## src/rtl/stopwatch_ctrl.sv

```systemverilog
// Stopwatch / countdown controller feeding the 4-digit 7-segment driver.
// Digits are BCD SS.hh; curr_val0 is the leftmost (seconds tens) digit.
module stopwatch_ctrl #(
  parameter int TICK_DIV = 500000
) (
  input  logic       clk,
  input  logic       nRst,
  input  logic       btn_start,
  input  logic       btn_lap,
  input  logic       btn_mode,
  input  logic       btn_inc,
  output logic [3:0] curr_val0,
  output logic [3:0] curr_val1,
  output logic [3:0] curr_val2,
  output logic [3:0] curr_val3,
  output logic [2:0] currModeControl,
  output logic       done
);

  localparam int PW = $clog2(TICK_DIV);
  localparam logic [PW-1:0] PMAX = PW'(TICK_DIV - 1);

  typedef enum logic [2:0] {
    IDLE  = 3'd0,
    RUN   = 3'd1,
    PAUSE = 3'd2,
    LAP   = 3'd3,
    SET   = 3'd4,
    CDOWN = 3'd5,
    DONE  = 3'd6
  } state_t;

  state_t          state_q, state_d;
  logic [PW-1:0]   presc_q, presc_d;
  logic [15:0]     count_q, count_d;
  logic [15:0]     lap_q, lap_d;
  logic [7:0]      preset_q, preset_d;
  logic            tick;
  logic            go_start, go_lap, go_mode, go_inc;
  logic [15:0]     disp;

  // Ripple BCD increment over four digits; any digit >= 9 rolls to 0 with carry.
  function automatic logic [15:0] bcd_inc(input logic [15:0] v);
    logic [15:0] r;
    logic        c;
    r = v;
    c = 1'b1;
    for (int i = 0; i < 4; i++) begin
      if (c) begin
        if (r[4*i +: 4] >= 4'd9) begin
          r[4*i +: 4] = 4'd0;
        end else begin
          r[4*i +: 4] = r[4*i +: 4] + 4'd1;
          c = 1'b0;
        end
      end
    end
    return r;
  endfunction

  function automatic logic [15:0] bcd_dec(input logic [15:0] v);
    logic [15:0] r;
    logic        b;
    r = v;
    b = 1'b1;
    for (int i = 0; i < 4; i++) begin
      if (b) begin
        if (r[4*i +: 4] == 4'd0) begin
          r[4*i +: 4] = 4'd9;
        end else begin
          r[4*i +: 4] = r[4*i +: 4] - 4'd1;
          b = 1'b0;
        end
      end
    end
    return r;
  endfunction

  function automatic logic [7:0] sec_inc(input logic [7:0] s);
    logic [7:0] r;
    r = s;
    if (r[3:0] >= 4'd9) begin
      r[3:0] = 4'd0;
      r[7:4] = (r[7:4] >= 4'd9) ? 4'd0 : r[7:4] + 4'd1;
    end else begin
      r[3:0] = r[3:0] + 4'd1;
    end
    return r;
  endfunction

  assign tick     = (presc_q == PMAX);
  assign go_start = btn_start;
  assign go_lap   = btn_lap & ~btn_start;
  assign go_mode  = btn_mode & ~btn_start & ~btn_lap;
  assign go_inc   = btn_inc & ~btn_start & ~btn_lap & ~btn_mode;

  always_comb begin
    state_d  = state_q;
    count_d  = count_q;
    lap_d    = lap_q;
    preset_d = preset_q;
    presc_d  = tick ? '0 : presc_q + PW'(1);

    // Count update is decided by the pre-edge state; transitions may override it below.
    unique case (state_q)
      RUN, LAP:   if (tick) count_d = bcd_inc(count_q);
      CDOWN:      if (tick && count_q != 16'h0000) count_d = bcd_dec(count_q);
      IDLE, DONE: count_d = 16'h0000;
      default:    ;
    endcase

    case (state_q)
      IDLE: begin
        if (go_start)     state_d = RUN;
        else if (go_mode) state_d = SET;
      end
      RUN: begin
        if (go_start) begin
          state_d = PAUSE;
        end else if (go_lap) begin
          state_d = LAP;
          lap_d   = count_d;
        end
      end
      PAUSE: begin
        if (go_start) begin
          state_d = RUN;
        end else if (go_lap) begin
          state_d = IDLE;
          count_d = 16'h0000;
        end
      end
      LAP: begin
        if (go_start)    state_d = PAUSE;
        else if (go_lap) state_d = RUN;
      end
      SET: begin
        if (go_start) begin
          if (preset_q != 8'h00) begin
            state_d = CDOWN;
            count_d = {preset_q, 8'h00};
          end
        end else if (go_mode) begin
          state_d = IDLE;
        end else if (go_inc) begin
          preset_d = sec_inc(preset_q);
        end
      end
      CDOWN: begin
        if (go_lap) begin
          state_d = SET;
          count_d = 16'h0000;
        end else if (tick && count_q == 16'h0001) begin
          state_d = DONE;
        end
      end
      DONE: begin
        if (go_start || go_lap || go_mode) state_d = IDLE;
      end
      default: begin
        state_d = IDLE;
        count_d = 16'h0000;
      end
    endcase
  end

  always_ff @(posedge clk) begin
    if (!nRst) begin
      state_q  <= IDLE;
      presc_q  <= '0;
      count_q  <= 16'h0000;
      lap_q    <= 16'h0000;
      preset_q <= 8'h00;
    end else begin
      state_q  <= state_d;
      presc_q  <= presc_d;
      count_q  <= count_d;
      lap_q    <= lap_d;
      preset_q <= preset_d;
    end
  end

  always_comb begin
    disp = count_q;
    if (state_q == LAP)      disp = lap_q;
    else if (state_q == SET) disp = {preset_q, 8'h00};
  end

  assign {curr_val0, curr_val1, curr_val2, curr_val3} = disp;
  assign currModeControl = state_q;
  assign done            = (state_q == DONE);

endmodule

```

## config.mk

```make
export PLATFORM = sky130hd
export DESIGN_NAME = stopwatch_ctrl
export DESIGN_NICKNAME = d
export VERILOG_FILES = /design/src/rtl/stopwatch_ctrl.sv
export SDC_FILE = /design/constraint.sdc
export NUM_CORES = 1
export LEC_CHECK = 0
export ABC_CLOCK_PERIOD_IN_PS = 5500
export CAP_MARGIN = 5
export CORE_UTILIZATION = 65
export DETAILED_ROUTE_END_ITERATION = 6
export DONT_BUFFER_PORTS = 1
export PLACE_DENSITY = 0.87
export SYNTH_ARGS = -nofsm -noshare
export SYNTH_HDL_FRONTEND = slang
export SYNTH_SLANG_ARGS = --single-unit
```

## constraint.sdc

```tcl
create_clock -name clk -period 5.5 [get_ports clk]
set_clock_uncertainty 0.2 [all_clocks]
set_input_delay 0.55 -clock clk [delete_from_list [all_inputs] [get_ports clk]]
set_output_delay 0.55 -clock clk [all_outputs]
set_load 0.01 [all_outputs]
```

==> flow_summary.ini, run 1 <==
[outcome]
status = completed

[routing]
drtIter0Drc = 643
wirelength_um = 12100
firstDrtPassIters = 5
num_vias = 4457
ant_nets = 0
via_per_inst = 6.96
wl_per_cell_um = 18.9
drc = 0

[sta]
finalSetupViolations = 0
post-route-period-util_pct = 60.1
rsz0062_at_grt = no
fmax_ghz = 0.303
slew_headroom_pct = 39.8
period_minus_slack_ns = 3.30
final_max_slew_viol_count = 0
tightest_slew_ns = 0.900
finalSetupTns_ns = 0
hold_viol_final = 0

[worst_setup_path]
crit_arrival_ns = 3.39
worst_setup_path_start_kind = register
cp-end-kind = register
worstReg2RegStart = count_q[0]$_SDFF_PN0_
worst-r2r-cell-count = 9
path_max_fanout = 10
cp_data_required_time_ns = 5.59
critPathLaunch = count_q[0]$_SDFF_PN0_
path_class = reg2reg

[global_route]
grt_pass1_vias = 4143
grt_pass1_wl_um = 19800
track_usage_pct = 35.1
grt_max_degree = 32
grt_overflow = 0
antenna_found_initial = 0

[final_layout]
multi_input_area_um2 = 2930
fillers = 495
seq_area_um2 = 1240
n_antenna_cell = 0
syn_to_final_growth_pct = 5.08
fin_nets = 586
fin_util_pct = 71.4
final_cells = 640
drive_gt1_share_pct = 8.35

[yosys]
yosysMostFrequentCell = nand2_1
yosysTopAreaCell = dfxtp_1
netlist_top_cells_count = 75 x nand2_1, 62 x dfxtp_1, 48 x nor2_1, 48 x o21ai_0, 40 x a21oi_1
synthTopCellsByArea = dfxtp_1 28%, nand2_1 6.5%, ha_1 6.3%
syn_nets = 602
synth.yosys.seq_area_share_pct = 28.5
synthArstFlopShare_pct = 0
ys.flop_type = dfxtp_1
synth_edf_count = 0
ys_seq_elements = 62
yosysTopAreaCellShare_pct = 28.5
postSynthAreaPerCell_um2 = 7.60
netlist_instances = 574
syn_area_um2 = 4360
yosysUniqueCellTypes = 72
yosysWarnings = 0

[power_and_ir_drop]
leakagePower_nw = 1.66
p_per_area_nw_per_um2 = 232
vdd_drop_max_mv = 0.175

[clocking]
htree_levels = 3
ctsHoldBuffers = 0
cts_resized = 0
clock_path_buffers = 2
cts_setup_buffers = 0
cts_made_buffers = 9
numClockSinks = 62
clkTransAtPathRegs_ns = 0.08
cts_root_buffer = clkbuf_8
clkLatencyLatePin_ns = 0.35
cts_tree = built

[placement]
post-place-cells = 624
gp_congestion = 1.00
numPortBuffers = 0
hpwl_um = 8330

[floorplanning]
die-area_um2 = 7040
dieWidth_um = 83.9
die_h_um = 83.9
placementRows = 29
core_area_um2 = 6420
start_util_pct = 67.9
ios = 26

[run]
max_cap_viol_count = 0

[hold_path]
holdCritStartpoint = nRst
hold_depth = 1
min_path_type = in2reg
==> routing by layer <==
metal	global-route usage (%)	share of wire [%]
met1	43.9	41
met2	56.0	46
met3	7.52	9.7
met4	20.1	3.6
met5	0	0
==> per-stage QoR <==
step | setup WS [ns] | hold WS, ns | instance area, µm² | power [mW]
floorplan | 2.73 | 0.230 | 4360 | 0.587
global placement | 2.50 | 0.242 | 4370 | 0.617
detailed placement | 2.37 | 0.249 | 4370 | 0.621
CTS | 2.36 | 0.110 | 4580 | 1.06
global route | 2.14 | 0.119 | 4580 | 1.09
finish | 2.20 | 0.117 | 4580 | 1.06
==> layout by cell type, fill, tap and decap left out, drive strengths merged, types with 11 or more instances in the layout <==
cell type / netlist / layout
nand2: 77 / 77
a21oi: 42 / 42
and3: 12 / 12
xor2: 11 / 11
nor3: 17 / 17
nor2: 49 / 49
dfxtp: 62 / 62
nand3: 25 / 25
o21ai: 55 / 55
ha: 22 / 22
inv: 18 / 18
nor4: 11 / 11
==> power breakdown <==
group | internal, mW | switching, mW | leakage, nW
clock | 0.254 | 0.192 | 0.106
sequential | 0.459 | 0.0212 | 0.501
combinational | 0.0445 | 0.0926 | 1.05
==> sequential cells by signal (all words and copies together), names as in the netlist <==
register         cells
count_q             16
currModeControl      3
lap_q               16
presc_q             19
preset_q             8
==> path summary, 6_finish.rpt <==
kind,end,slack [ns]
worst min-delay path,currModeControl[1]$_SDFFE_PN0P_,0.12
worst max-delay path,lap_q[5]$_SDFFE_PN0P_,2.20
worst max register to register,lap_q[5]$_SDFFE_PN0P_,2.20
worst min register to register,lap_q[8]$_SDFFE_PN0P_,0.26
==> critical path: stages, from the launching register on <==
cell and delay, ns:
dfxtp_1 0.47, inv_1 0.08, ha_1 0.29, or3b_1 0.48, nor4_1 0.16, nor3_2 0.49, nand2_1 0.28, or4_1 0.51
and3_1 0.17, a21oi_1 0.12
==> logic make-up (layout without fill, tap and decap cells) <==
kind of cell,count (synthesis),count (layout),share of synthesized area (%)
fa+ha+maj,22,22,6.31
simple gates,253,253,31.5
mux,11,11,2.55
buf+inv,50,39,4.68
compound gates,159,159,23.1
flops,62,62,28.5
xor+xnor,17,17,3.41
==> cell type report <==
type                       count  area share [%]
multi-input combinational    462            63.9
sequential                    62            27.1
clock buffer                  10            2.78
tap                           77            2.10
clock inverter                 6            1.88
inverter                      18            1.47
timing repair buffer           5           0.819
Power figures use the tool's default switching activity.
==> run 2, diff against run 1 <==
==> config.mk (replaced) <==
export PLATFORM = sky130hd
export DESIGN_NAME = stopwatch_ctrl
export DESIGN_NICKNAME = d
export VERILOG_FILES = /design/src/rtl/stopwatch_ctrl.sv
export SDC_FILE = /design/constraint.sdc
export NUM_CORES = 1
export LEC_CHECK = 0
export ABC_CLOCK_PERIOD_IN_PS = 3000
export CAP_MARGIN = 5
export CORE_UTILIZATION = 58
export DETAILED_ROUTE_END_ITERATION = 6
export DONT_BUFFER_PORTS = 1
export PLACE_DENSITY = 0.82
export SYNTH_ARGS = -nofsm -noshare
export SYNTH_HDL_FRONTEND = slang
export SYNTH_SLANG_ARGS = --single-unit
==> constraint.sdc (replaced) <==
create_clock -name clk -period 3 [get_ports clk]
set_clock_uncertainty 0.2 [all_clocks]
set_input_delay 0.3 -clock clk [delete_from_list [all_inputs] [get_ports clk]]
set_output_delay 0.3 -clock clk [all_outputs]
set_load 0.01 [all_outputs]
==> run 2 against run 1 <==
Against the previous run:
- non-clock buffer count up 46
- worst hold slack worse by 0.10 ns
- utilization down 1.9 points
- cell count up 11%
- clock power up 110%
- largest power group is now the clock network
==> flow_summary.ini, run 2 (same netlist as run 1, synthesis figures left out) <==
[routing]
firstDrtPassIters = 5
ant_nets = 0
wl_per_cell_um = 18.0
wirelength_um = 12800
num_vias = 4496
drc = 0
via_per_inst = 6.35
drtIter0Drc = 504

[final_layout]
n_antenna_cell = 0
drive_gt1_share_pct = 15.9
most-common-layout-cells = 75 x nand2_1, 62 x dfxtp_1, 48 x nor2_1, 48 x o21ai_0, 48 x buf_4
final_cells = 708
fin_util_pct = 69.4
reg_top3 = presc_q (19), count_q (16), lap_q (16)
largest_register = presc_q
fin_nets = 632
layout_commonest_cell = nand2_1
syn_to_final_growth_pct = 15.4
fin_area_um2 = 5030
largest_reg_flops = 19

[floorplanning]
core_area_um2 = 7250
die-area_um2 = 7870
placementRows = 31
ios = 26
start_util_pct = 60.1
die_h_um = 88.7
dieWidth_um = 88.7

[sta]
finalSetupViolations = 0
post-route-period-util_pct = 96.7
period_minus_slack_ns = 2.90
fmax_ghz = 0.345
hold_viol_final = 0
finalSetupTns_ns = 0
fin_hold_ws_ns = 0.0128
slew_headroom_pct = 33.3
final_max_slew_viol_count = 0
setup_ws_ns = 0.0975
tightest_slew_ns = 0.997

[worst_setup_path]
crit_chain = inv_1 > ha_2 > or3b_2 > and4bb_1 > buf_4 > nand2_2 > nor3_2 > a22o_1 > nor3b_2 > o22ai_1
cp_top_family = simple AND/OR/NAND/NOR gates
critPathMaxStageDelay_ns = 0.48
crit_buf_inv = 2
crit_arrival_ns = 2.94
cp-end-kind = register
worstReg2RegStart = count_q[4]$_SDFF_PN0_
path_max_fanout = 7
cpMaxStageDelayCell = or3b_2
worst_setup_path_start_kind = register
critPathLaunch = count_q[4]$_SDFF_PN0_
cp_data_required_time_ns = 3.03
path_class = reg2reg

[clocking]
cts_made_buffers = 9
cts_tree = built
htree_levels = 3
cts_root_buffer = clkbuf_8
clkLatencyLatePin_ns = 0.36
clkTransAtPathRegs_ns = 0.07
clock_path_buffers = 2
numClockSinks = 62

[outcome]
status = completed

[global_route]
grt_overflow = 0
antenna_found_initial = 0
grt_max_degree = 28
track_usage_pct = 33.6
grt_pass1_vias = 4105
grt_pass1_wl_um = 20200

[placement]
hpwl_um = 8820
post-place-cells = 686
numPortBuffers = 0
gp_congestion = 0.985
pre_cts_slack_ns = 0.0606
place_area_um2 = 4700

[hold_path]
holdCritStartpoint = btn_start
min_path_type = in2reg

[power_and_ir_drop]
internal_power_mw = 1.55
p_per_area_nw_per_um2 = 422
power_frac_comb_pct = 14.3
leakagePower_nw = 1.92
netSwitchingFraction_pct = 27.1
vdd_drop_max_mv = 0.271
power_mw = 2.12
p_clk_share_pct = 44.8
seqPwrFrac_pct = 40.9
power.switching_uw = 577

[run]
max_cap_viol_count = 0
-- run 2: cell types whose count changed in the layout (fill, tap and decap cells not counted), sizes merged --
cell / change
buf: +43
dlygate4sd3: +3
clkinv: -2
bufinv: +1
clkbuf: +1
clkinvlp: -1
inv: +1
-- run 2: tightest hold or removal path: stages --
cell,delay [ns]
o21ai_0,0.05
o21ai_1,0.06
o311a_1,0.11
-- run 2: power groups by stage --
stage,combinational (mW),sequential [mW],clock (mW)
global route,0.326,0.871,0.992
detailed placement,0.283,0.887,0
finish,0.304,0.869,0.951
CTS,0.294,0.868,0.956
floorplan,0.202,0.874,0
global placement,0.282,0.886,0
-- run 2: area by class of cell --
class,count,area (µm²)
clock buffers,11,151
clock inverters,5,104
fillers,611,2220
inverters,18,67.6
multi-input cells,462,2960
flip-flops and latches,62,1240
well taps,99,124
repair buffers,51,390
-- run 2: repair_timing --
item,in CTS,in global routing
hold buffers,3,0
setup buffers,0,3
gates resized for setup,0,7
endpoints found under the setup margin,0,7
hold endpoints to repair,28,0
-- run 2: routing by layer --
metal  vias up  wire, µm  GRT usage [%]
met1      2102      5430           42.1
met2       212      5950           54.8
met3        38      1030           7.84
met4         0       352           15.7
li1       2144         -              -
met5         -         0              0
-- run 2: final timing paths --
check        slack, ns                              end  cells past startpoint
min               0.01  currModeControl[0]$_SDFFE_PN0P_                      3
min reg2reg       0.26            lap_q[2]$_SDFFE_PN0P_                      2
max                0.1            count_q[9]$_SDFF_PN0_                     10
max reg2reg        0.1            count_q[9]$_SDFF_PN0_                     10
==> run 3, diff against run 2 <==
--- a/config.mk
+++ b/config.mk
@@ -7,6 +7,7 @@
 export LEC_CHECK = 0
 export ABC_CLOCK_PERIOD_IN_PS = 3000
 export CAP_MARGIN = 5
+export CORE_MARGIN = 2
 export CORE_UTILIZATION = 58
 export DETAILED_ROUTE_END_ITERATION = 6
 export DONT_BUFFER_PORTS = 1
==> run 3 against run 2 <==
Against the previous run:
- critical path depth is 1 lower
- via count grew 1.5%
- flip-flop and latch count unchanged
- clock power decreased by 19%
- largest power group is now registers
- combinational power about the same
- fmax fell by 0.80%
- sequential power hardly changed
==> flow_summary.ini, run 3 (same netlist as run 1, synthesis figures left out) <==
[power_and_ir_drop]
netSwitchingFraction_pct = 29.2
p_clk_share_pct = 39.5
power_frac_comb_pct = 15.8
seqPwrFrac_pct = 44.7
vdd_drop_max_mv = 0.265
leakagePower_nw = 1.91
power.switching_uw = 568
p_per_area_nw_per_um2 = 388
internal_power_mw = 1.37

[floorplanning]
die_h_um = 90.7
start_util_pct = 60.1
die-area_um2 = 8230
dieWidth_um = 90.7
core_area_um2 = 7250
placementRows = 31
ios = 26

[worst_setup_path]
r2r_setup_slack_ns = 0.07
path_class = reg2reg
critPathMaxStageDelay_ns = 0.49
path_max_fanout = 5
cp-end-kind = register
worstReg2RegStart = count_q[5]$_SDFF_PN0_
cp_data_required_time_ns = 3.03
cpMaxStageDelayCell = or3b_2
worst_setup_path_start_kind = register
crit_chain = inv_1 > ha_1 > or3b_2 > and4bb_1 > and4_2 > or3_1 > nor3_4 > a21oi_1 > o21bai_1
critPathLaunch = count_q[5]$_SDFF_PN0_
crit_arrival_ns = 2.96

[global_route]
grt_max_degree = 28
grt_pass1_wl_um = 20800
grt_pass1_vias = 4253
antenna_found_initial = 0
grt_overflow = 0
track_usage_pct = 31.0

[routing]
via_per_inst = 6.45
num_vias = 4565
wl_per_cell_um = 18.2
firstDrtPassIters = 5
drc = 0
drtIter0Drc = 521
ant_nets = 0
wirelength_um = 12900

[placement]
gp_congestion = 1.06
place_area_um2 = 4720
pre_cts_slack_ns = 0.0217
hpwl_um = 9090
numPortBuffers = 0

[sta]
setup_ws_ns = 0.0741
tightest_slew_ns = 0.937
slew_headroom_pct = 37.3
fmax_ghz = 0.342
finalSetupViolations = 0
post-route-period-util_pct = 97.5
period_minus_slack_ns = 2.93
rsz0062_at_grt = yes
hold_viol_final = 0
final_max_slew_viol_count = 0

[final_layout]
layout_commonest_cell = nand2_1
fin_nets = 633
fin_area_um2 = 5010
n_antenna_cell = 0
reg_top3 = presc_q (19), count_q (16), lap_q (16)
drive_gt1_share_pct = 15.6
syn_to_final_growth_pct = 14.8
most-common-layout-cells = 75 x nand2_1, 61 x dfxtp_1, 49 x buf_4
largest_reg_flops = 19
fillers = 602
largest_register = presc_q
fin_util_pct = 69.1

[clocking]
cts_tree = built
clkLatencyLatePin_ns = 0.35
cts_root_buffer = clkbuf_8
htree_levels = 3
clkTransAtPathRegs_ns = 0.08
numClockSinks = 62
clock_path_buffers = 2
cts_made_buffers = 9

[run]
max_cap_viol_count = 0

[hold_path]
min_path_type = in2reg
holdCritStartpoint = btn_start

[outcome]
status = completed
## run 3: area by class of cell
| class | instances | area [µm²] | share of cell area (%) |
|---|---|---|---|
| well taps | 99 | 124 | 2.47 |
| flip-flops and latches | 62 | 1240 | 24.8 |
| clock inverters | 3 | 43.8 | 0.874 |
| clock buffers | 12 | 155 | 3.10 |
| multi-input cells | 462 | 2980 | 59.5 |
| repair buffers | 52 | 398 | 7.94 |
| inverters | 18 | 67.6 | 1.35 |
## run 3: critical path: cells and delay by family (launching register included)
kind | cells | cell delay (ns)
compound gates | 2 | 0.26
buf+inv | 1 | 0.13
flops | 1 | 0.43
simple gates | 5 | 1.59
fa+ha+maj | 1 | 0.20
## run 3: power by group through the flow
stage	combinational [mW]	sequential (mW)	clock [mW]
6_report	0.307	0.868	0.767
3_5_place_dp	0.285	0.887	0
4_1_cts	0.297	0.868	0.771
5_1_grt	0.329	0.871	0.802
3_3_place_gp	0.279	0.885	0
2_1_floorplan	0.202	0.874	0
## run 3: final timing paths
| kind | end | depth (start not counted) |
|---|---|---|
| max | count_q[15]$_SDFF_PN0_ | 9 |
| min | currModeControl[0]$_SDFFE_PN0P_ | 3 |
| max reg2reg | count_q[15]$_SDFF_PN0_ | 9 |
| min reg2reg | lap_q[2]$_SDFFE_PN0P_ | 2 |
## run 3: timing repair
item / 4_1_cts / 5_1_grt
cloned: 0 / 0
pin swaps: 1 / 1
setup buffers: 1 / 0
hold buffers: 3 / 0
hold endpoints to repair: 28 / 0
gates resized for setup: 0 / 9
endpoints found under the setup margin: 1 / 23
## run 3: through the flow
stage                     power [mW]  TNS, ns  hold WS [ns]  std cells
after global routing            2.00  -0.0793        0.0255        708
after floorplan                 1.08        0         0.230        574
after global placement          1.16        0         0.227        689
after detailed placement        1.17        0         0.232        689
after CTS                       1.94        0        0.0164        708
final                           1.94        0        0.0201        708
## run 3: per-layer routing
layer | part of all wire [%] | global-route usage [%] | wire, µm | vias to the layer above
li1 | - | - | - | 2149
met1 | 42 | 40.2 | 5420 | 2142
met2 | 48 | 50.1 | 6130 | 234
met3 | 7.0 | 5.93 | 904 | 40
met4 | 3.3 | 13.8 | 429 | 0
met5 | 0 | 0 | 0 | -
